$ cat config.mk
export PLATFORM = sky130hd
export DESIGN_NAME = stg_ma
export DESIGN_NICKNAME = d
export VERILOG_FILES = /design/src/rtl/stg_ma.sv
export SDC_FILE = /design/constraint.sdc
export NUM_CORES = 1
export LEC_CHECK = 0
export CORE_ASPECT_RATIO = 0.75
export CORE_MARGIN = 2
export CORE_UTILIZATION = 43
export CTS_CLUSTER_DIAMETER = 150
export DETAILED_ROUTE_END_ITERATION = 7
export PLACE_DENSITY = 0.91
export SLEW_MARGIN = 25
export SYNTH_ARGS = -nofsm -noshare
export SYNTH_HDL_FRONTEND = slang
export SYNTH_SLANG_ARGS = --single-unit
$ cat constraint.sdc
create_clock -name clk -period 5.16 [get_ports clk]
set_clock_uncertainty 0.05 [all_clocks]
set_input_delay 1.032 -clock clk [delete_from_list [all_inputs] [get_ports clk]]
set_output_delay 1.032 -clock clk [all_outputs]
set_load 0.005 [all_outputs]
$ cat src/rtl/stg_ma.sv
// Memory-access stage: one-cycle ALU pass-through plus single-outstanding load/store
// on a req/ack data port, with upstream stall and a timeout fault pulse.
module stg_ma #(
    parameter int DATA_W   = 24,
    parameter int ADDR_W   = 48,
    parameter int GP_IDX_W = 4,
    parameter int TIMEOUT  = 15
) (
    input  logic                clk,
    input  logic                rst,
    input  logic                iw_valid,
    input  logic                iw_is_ld,
    input  logic                iw_is_st,
    input  logic [ADDR_W-1:0]   iw_addr,
    input  logic [DATA_W-1:0]   iw_result,
    input  logic [GP_IDX_W-1:0] iw_tgt_gp,
    input  logic                iw_tgt_gp_we,
    input  logic                iw_flush,
    output logic                ow_stall,
    output logic                ow_mem_req,
    output logic                ow_mem_we,
    output logic [ADDR_W-1:0]   ow_mem_addr,
    output logic [DATA_W-1:0]   ow_mem_wdata,
    input  logic                iw_mem_ack,
    input  logic [DATA_W-1:0]   iw_mem_rdata,
    output logic                ow_valid,
    output logic [DATA_W-1:0]   ow_result,
    output logic [GP_IDX_W-1:0] ow_tgt_gp,
    output logic                ow_tgt_gp_we,
    output logic                ow_fault
);

    // state | meaning
    // IDLE  | accepting instructions; ALU results pass through
    // WAIT  | memory request outstanding; upstream stalled
    typedef enum logic {IDLE = 1'b0, WAIT = 1'b1} state_t;

    localparam int TMR_W = (TIMEOUT > 1) ? $clog2(TIMEOUT) : 1;

    state_t             state;
    state_t             state_nxt;
    logic [TMR_W-1:0]   timer;
    logic               kill;
    logic               lat_ld;
    logic               lat_we;
    logic [GP_IDX_W-1:0] lat_tgt;
    logic               start;
    logic               expire;
    logic               killed;

    assign start  = iw_valid && !iw_flush && (iw_is_ld || iw_is_st);
    assign expire = (timer == TMR_W'(TIMEOUT - 1));
    // A flush arriving in the completing cycle discards the result just like an earlier one.
    assign killed = kill || iw_flush;

    always_ff @(posedge clk or posedge rst) begin
        if (rst) state <= IDLE;
        else     state <= state_nxt;
    end

    always_comb begin
        state_nxt = state;
        case (state)
            IDLE: if (start) state_nxt = WAIT;
            WAIT: if (iw_mem_ack || expire) state_nxt = IDLE;
            default: state_nxt = IDLE;
        endcase
    end

    always_comb begin
        ow_stall = (state == WAIT);
    end

    always_ff @(posedge clk or posedge rst) begin
        if (rst) begin
            timer        <= '0;
            kill         <= 1'b0;
            lat_ld       <= 1'b0;
            lat_we       <= 1'b0;
            lat_tgt      <= '0;
            ow_mem_req   <= 1'b0;
            ow_mem_we    <= 1'b0;
            ow_mem_addr  <= '0;
            ow_mem_wdata <= '0;
            ow_valid     <= 1'b0;
            ow_result    <= '0;
            ow_tgt_gp    <= '0;
            ow_tgt_gp_we <= 1'b0;
            ow_fault     <= 1'b0;
        end else begin
            ow_valid     <= 1'b0;
            ow_tgt_gp_we <= 1'b0;
            ow_fault     <= 1'b0;
            case (state)
                IDLE: begin
                    kill  <= 1'b0;
                    timer <= '0;
                    if (start) begin
                        ow_mem_req   <= 1'b1;
                        ow_mem_we    <= iw_is_st;
                        ow_mem_addr  <= iw_addr;
                        ow_mem_wdata <= iw_result;
                        lat_ld       <= iw_is_ld;
                        lat_we       <= iw_tgt_gp_we;
                        lat_tgt      <= iw_tgt_gp;
                    end else if (iw_valid && !iw_flush) begin
                        ow_valid     <= 1'b1;
                        ow_result    <= iw_result;
                        ow_tgt_gp    <= iw_tgt_gp;
                        ow_tgt_gp_we <= iw_tgt_gp_we;
                    end
                end
                WAIT: begin
                    kill <= killed;
                    if (iw_mem_ack) begin
                        ow_mem_req <= 1'b0;
                        if (!killed) begin
                            ow_valid     <= 1'b1;
                            ow_result    <= lat_ld ? iw_mem_rdata : ow_mem_wdata;
                            ow_tgt_gp    <= lat_tgt;
                            ow_tgt_gp_we <= lat_ld && lat_we;
                        end
                    end else if (expire) begin
                        ow_mem_req <= 1'b0;
                        ow_fault   <= !killed;
                    end else begin
                        timer <= timer + 1'b1;
                    end
                end
                default: ow_mem_req <= 1'b0;
            endcase
        end
    end

endmodule
# Word-level counts from Yosys, hierarchy flattened
# Cells that the tools add are included.
[totals]
in_bits = 108
reg_bits = 117
[op_classes]
addsub = 1
eq_ne = 9
bitwise_logic = 1
n_reduce_logical = 12
mux = 35
[ops]
columns = ["cell", "count"]
rows = [
  ["$mux W24", 5],
  ["$pmux W24 S2", 1],
  ["$mux W4", 6],
  ["$mux W1", 16],
  ["$pmux W4 S2", 2],
  ["$ne A2 B2 Y1 const B", 7],
  ["$pmux W1 S2", 5],
  ["$reduce_and A2 Y1", 3],
  ["$add A4 B1 Y4 const B", 1],
  ["$eq A4 B4 Y1 const B", 1],
  ["$reduce_and A4 Y1", 1],
  ["$logic_and A1 B1 Y1", 3],
  ["$logic_or A1 B1 Y1", 3],
  ["$ne A3 B2 Y1 const B", 1],
  ["$logic_not A1 Y1", 2],
  ["$not A1 Y1", 1],
]

# Longest topological paths before layout
# Gate-level depths: netlist of run 1.
[logic_depth]
word_depth = 5
depth_mapped = 6
mapped_depth_nobuf = 5

# Worst setup path after synthesis of run 1
# No wires, ideal clock.
[synth_path]
path_kind = "input port to flip-flop"
startpoint = "input port iw_flush"
endpoint = "register ow_result[2]"
required_time_ps = 4983
t_arrival_ps = 2232
stages = 5
slack_ps = 2750
path_cell_list = "or3b_4 -> o31ai_4 -> buf_6 -> buf_8 -> mux2_1"
[synth_between]
elab_chain_len = 5
[synth_rtl]
columns = ["element", "line_no", "text"]
rows = [
  ["start, declared", "18", "input logic iw_flush,"],
  ["$logic_not A1 Y1", "51, 106", ""],
  ["$logic_and A1 B1 Y1", "51, 106", ""],
  ["$logic_and A1 B1 Y1", "51", "assign start = iw_valid && !iw_flush && (iw_is_ld || iw_is_st);"],
  ["$ne A2 B2 Y1 (no source line)", "n/a", ""],
  ["$reduce_and A4 Y1 (no source line) (*)", "n/a", ""],
  ["end signal, assigned", "108", "ow_result <= iw_result;"],
  ["end signal, assigned", "119", "ow_result <= lat_ld ? iw_mem_rdata : ow_mem_wdata;"],
  ["end, declared", "27", "output logic [DATA_W-1:0] ow_result,"],
]
# Mark *: on every way between the ends. The rest lies on a longest branch, timed or not.
# A chain may end at the register's enable or synchronous reset.

# Worst setup path in the final report of run 1
[layout_path]
startpoint = "input port iw_flush"
endpoint = "register ow_mem_addr[10]"
[layout_between]
elab_chain_len = 4
[layout_rtl]
columns = ["element", "line_no", "text"]
rows = [
  ["$logic_not A1 Y1", "51", ""],
  ["$logic_and A1 B1 Y1 (2 in a row)", "51", ""],
  ["$reduce_and A2 Y1 (no source line)", "n/a", ""],
  ["end signal, assigned", "101", "ow_mem_addr <= iw_addr;"],
  ["end, declared", "22", "output logic [ADDR_W-1:0] ow_mem_addr,"],
]
# Every way passes these cells.

==> results of run 1 <==
-- state kept, by name, indices dropped and copies added, names as in the netlist --
| signal | cells |
|---|---|
| ow_valid | 1 |
| lat_tgt | 4 |
| ow_mem_req | 1 |
| ow_tgt_gp_we | 1 |
| ow_tgt_gp | 4 |
| timer | 4 |
| ow_fault | 1 |
| lat_ld | 1 |
| ow_mem_we | 1 |
| ow_mem_wdata | 24 |
| lat_we | 1 |
| ow_stall | 1 |
| kill | 1 |
| ow_result | 24 |
| ow_mem_addr | 48 |
-- metal layers --
layer  wire length (um)  GRT usage  share of wire  vias to the layer above
met3               1210     0.0980          0.096                       18
met2               6230      0.356           0.49                      159
li1                   -          -              -                     1690
met4                191     0.0676          0.015                        0
met5                  0          0              0                        -
met1               5010      0.237           0.40                     1777
-- worst reg2reg max path, cell delays in order, from the launching register on --
cell and delay, ns:
dfrtp_2 0.47, buf_4 0.32, or3b_4 0.55, nor2_4 0.56, buf_12 0.36, mux2_2 0.46
-- cell type report --
| type | count | area share |
|---|---|---|
| inverters | 3 | 0.00175 |
| well taps | 144 | 0.0230 |
| multi-input cells | 212 | 0.245 |
| clock inverters | 9 | 0.0159 |
| clock buffers | 22 | 0.0617 |
| flip-flops and latches | 117 | 0.373 |
| repair buffers | 218 | 0.280 |
-- cell usage after synthesis, drive strengths merged, types with 2 or more instances --
cell type	number	area share
nor2b	2	0.0025
dfrtp	117	0.59
a31oi	2	0.0025
a21oi	24	0.024
mux2	111	0.25
mux2i	25	0.050
inv	3	0.0023
nor3	2	0.0020
nand2	4	0.0030
clkbuf	6	0.0045
nor2	27	0.022
buf	15	0.023
ha	2	0.0050
-- cells by family after synthesis --
logic type | synth area share
flops | 0.586
simple gates | 0.0386
compound gates | 0.0388
buf+inv | 0.0293
mux | 0.300
fa+ha+maj | 0.00501
xor+xnor | 0.00175
-- power breakdown --
group / switching (mW) / total, mW / leakage, nW / internal, mW
clock network: 0.388 / 1.19 / 0.298 / 0.804
logic: 0.325 / 1.02 / 1.61 / 0.696
registers: 0.148 / 1.32 / 1.39 / 1.17
-- worst max-delay path by stage --
stage	to	from	slack, ns
after detailed placement	ow_mem_addr[8]	iw_flush	1.70
after CTS	ow_result[6]	iw_flush	2.13
after floorplan	kill	rst	0.98
after global routing	ow_mem_addr[20]	iw_flush	2.04
after global placement	ow_mem_addr[27]	iw_valid	1.73
final	ow_mem_addr[10]	iw_flush	2.10
-- metrics by stage --
stage               utilization  power (mW)  hold WS, ns  worst slack [ns]
global placement          0.633        2.31        0.413              1.73
finish                    0.686        3.53        0.431              2.10
detailed placement        0.633        2.36        0.423              1.70
floorplan                     -        1.69        0.402             0.977
CTS                       0.686        3.57        0.435              2.13
global route              0.686        3.71        0.456              2.04
==> results.yml, run 1 <==
placed_design:
  dp_hpwl_um: 9040
  place_inst: 694
  dpl_cell_area_um2: 7240
  gp_congestion: 0.773
  place.port_buffers: 213
die:
  initial_core_util: 0.436
  core-area_um2: 11400
  die-height_um: 97.3
  dieArea_um2: 12500
  pin_count: 214
  die_x_um: 128
  rows: 34
clock_tree:
  path_clk_slew_ns: 0.05
  holdBufCountCts: 0
  clock_latency_ns: 0.40
  h-tree-depth: 4
  clk_path_buf_depth: 2
  clock-sinks: 117
  cts_tree: "done"
  cts_resized: 0
  cts_root_buf: "clkbuf_16"
  cts_buffers: 17
  postCtsSetupBuffers: 0
layout:
  seqCellArea_um2: 2930
  layout_commonest_cell: "clkdlybuf4s50_1"
  final_cell_mix: "213 x clkdlybuf4s50_1, 116 x dfrtp_1, 96 x mux2_2"
  layout.cells.non_filler: 725
  syn2layout_area_growth_pct: 57.1
  multi_input_area_um2: 1920
  final_area_um2: 7850
  layout-drive-gt1-share: 0.234
  fillCellCount: 780
  diodes: 0
  layout.nets: 679
worst_setup_path:
  cp_max_fo: 60
  r2r_end: "ow_mem_addr[10]"
  cpPeakStageDelay_ns: 0.56
  crit_required_ns: 5.39
  worstSetupPathType: "input pin to register"
  r2r-start: "ow_stall"
  worstSetupPathDepth: 5
  critPathLaunchType: "input pin"
  crit_slowest_cell: "nor2_4"
  cp_top_family: "simple AND/OR/NAND/NOR gates"
  worst_ep_arrival_time_ns: 3.28
  end_kind: "register"
  rr_worst_depth: 5
  crit_chain: "clkdlybuf4s50_1, or3b_4, nor2_4, buf_12, mux2_2"
  path_buf_inv: 2
  rrSetupSlack_ns: 2.28
route:
  drt_iter0_markers: 70
  drc_errors: 0
  finalWirelength_um: 12600
  vias: 3644
  vias_per_cell: 5.03
  ant_nets: 0
  wl_per_cell_um: 17.4
  dr.pass1.iters: 4
global_route:
  grt_pass1_vias: 4048
  grt_max_degree: 63
  grt_util_all_layers: 0.211
  antenna_found_initial: 0
  grt_pass1_wl_um: 20600
  grt.overflow.total: 0
hold_path:
  hold_path.class: "register to register"
  min_path_cells: 1
  hp-start: "lat_tgt[1]"
  min_to: "lat_tgt[1]"
sta:
  maxSlewHeadroom: 0.525
  period_share: 0.592
  fin_setup_tns_ns: 0
  fin_crit_ns: 3.06
  finalSetupViolCount: 0
  rsz0062_at_grt: "false"
  drv_slew: 0
  max_freq_mhz: 327
  hold_viol_final: 0
  worst_pin_slew_ns: 0.712
power_and_ir_drop:
  leakage_nw: 3.30
  vdd_ir_drop_max_mv: 0.253
  power_density_nw_per_um2: 449
yosys:
  syn_avg_cell_area_um2: 14.1
  syn_area_um2: 4990
  syn_nets: 463
  synth_edf_count: 0
  yosys_most_used_dff: "dfrtp_1"
  synth_cells: 353
  synth-seq-cells: 117
  synth_seq_area_share: 0.586
  synth_cell_types: 32
  async_flop_share: 1.00
  ys_warn_count: 0
run:
  max-cap-violations: 0
outcome:
  status: "finished, final reports clean"
No activity file was read; power rests on OpenSTA's default activity.
==> inputs of run 2 (changes only) <==
CORE_UTILIZATION = 38   (was 43)
PLACE_DENSITY = 0.86   (was 0.91)
clock period = 2.8 ns   (was 5.16 ns; I/O delays follow)
==> results.yml, run 2 (synthesis gave the netlist of run 1 again) <==
clock_tree:
  clk_path_buf_depth: 2
  cts_root_buf: "clkbuf_16"
  clock-sinks: 117
  cts_tree: "done"
  path_clk_slew_ns: 0.05
  cts_resized: 0
  cts_buffers: 17
  holdBufCountCts: 0
  postCtsSetupBuffers: 0
  h-tree-depth: 4
  clock_latency_ns: 0.40
layout:
  layout.nets: 682
  fillCellCount: 974
  seqCellArea_um2: 2930
  top_register: "ow_mem_addr"
  largest_reg_flops: 48
  diodes: 0
  largestRegisters: "ow_mem_addr: 48 flops, ow_mem_wdata: 24 flops, ow_result: 24 flops"
  syn2layout_area_growth_pct: 57.5
  multi_input_area_um2: 1920
  layout-drive-gt1-share: 0.230
  fin_util: 0.608
  final_cell_mix: "213 x clkdlybuf4s50_1, 116 x dfrtp_1, 96 x mux2_2"
  layout_commonest_cell: "clkdlybuf4s50_1"
global_route:
  grt_util_all_layers: 0.181
  antenna_found_initial: 0
  grt.overflow.total: 0
  grt_max_degree: 118
  grt_pass1_vias: 3800
  grt_pass1_wl_um: 19200
worst_setup_path:
  r2r-start: "ow_stall"
  path_buf_inv: 2
  rrSetupSlack_ns: 0.87
  critPathLaunchType: "register"
  cp_max_fo: 30
  cp_top_family: "buffers and inverters"
  crit_chain: "buf_4, clkdlybuf4s50_1"
  crit_required_ns: 2.19
  end_kind: "output pin"
  r2r_end: "ow_mem_wdata[6]"
  crit_slowest_cell: "clkdlybuf4s50_1"
  cpPeakStageDelay_ns: 0.56
  rr_worst_depth: 4
  startpoint: "ow_stall"
  worstSetupPathType: "register to output pin"
  worst_ep_arrival_time_ns: 1.62
sta:
  maxSlewHeadroom: 0.587
  worst_pin_slew_ns: 0.619
  fin_crit_ns: 2.23
  period_share: 0.796
  rsz0062_at_grt: "false"
  max_freq_mhz: 449
  whs_ns: 0.431
  drv_slew: 0
  finalSetupViolCount: 0
  setup_ws_ns: 0.572
  fin_setup_tns_ns: 0
  hold_viol_final: 0
die:
  dieArea_um2: 14100
  initial_core_util: 0.386
  die-height_um: 103
  die_x_um: 136
  pin_count: 214
  rows: 36
  core-area_um2: 12900
placed_design:
  place.port_buffers: 213
  dpl_worst_slack_ns: 0.264
  dp_hpwl_um: 8750
  gp_congestion: 0.752
route:
  drc_errors: 0
  vias: 3645
  finalWirelength_um: 12400
  vias_per_cell: 4.84
  dr.pass1.iters: 4
  drt_iter0_markers: 81
  ant_nets: 0
  wl_per_cell_um: 16.4
power_and_ir_drop:
  power_density_nw_per_um2: 808
  leakage_nw: 3.29
  vdd_ir_drop_max_mv: 0.522
run:
  max-cap-violations: 0
hold_path:
  min_to: "ow_result[2]"
  min_path_cells: 1
  hold_path.class: "register to register"
  hp-start: "ow_result[2]"
outcome:
  status: "finished, final reports clean"
[run 2: how the worst max path moves through the flow]
stage                  endpoint  slack [ns]  cells past startpoint
3_3_place_gp   ow_mem_wdata[15]        0.29                      5
6_report               ow_stall        0.57                      2
5_1_grt                ow_stall        0.49                      2
4_1_cts                ow_stall        0.54                      2
3_5_place_dp     ow_mem_addr[0]        0.26                      5
2_1_floorplan              kill        0.76                      1
[run 2: layout make-up]
cell class | instances | area share
Clock buffer | 24 | 0.0612
Clock inverter | 5 | 0.00955
Inverter | 3 | 0.00191
Multi-Input combinational cell | 212 | 0.244
Sequential cell | 117 | 0.372
Tap cell | 171 | 0.0272
Timing Repair Buffer | 221 | 0.283
[run 2: per-layer routing]
layer / global-route usage / share of wire
met5: 0 / 0
met4: 0.0689 / 0.014
met3: 0.0838 / 0.097
met2: 0.300 / 0.48
met1: 0.206 / 0.41
[run 2: through the flow]
step	instances	instance area (um^2)	total power, mW
after floorplan	353	5000	3.11
after global placement	724	7310	4.27
after detailed placement	724	7310	4.35
after CTS	753	7870	6.46
after global routing	753	7870	6.72
final	753	7870	6.35
[run 2: power by group]
part	total [mW]	switching, mW	internal [mW]
combinational	1.89	0.600	1.29
sequential	2.42	0.264	2.15
clock	2.05	0.690	1.36
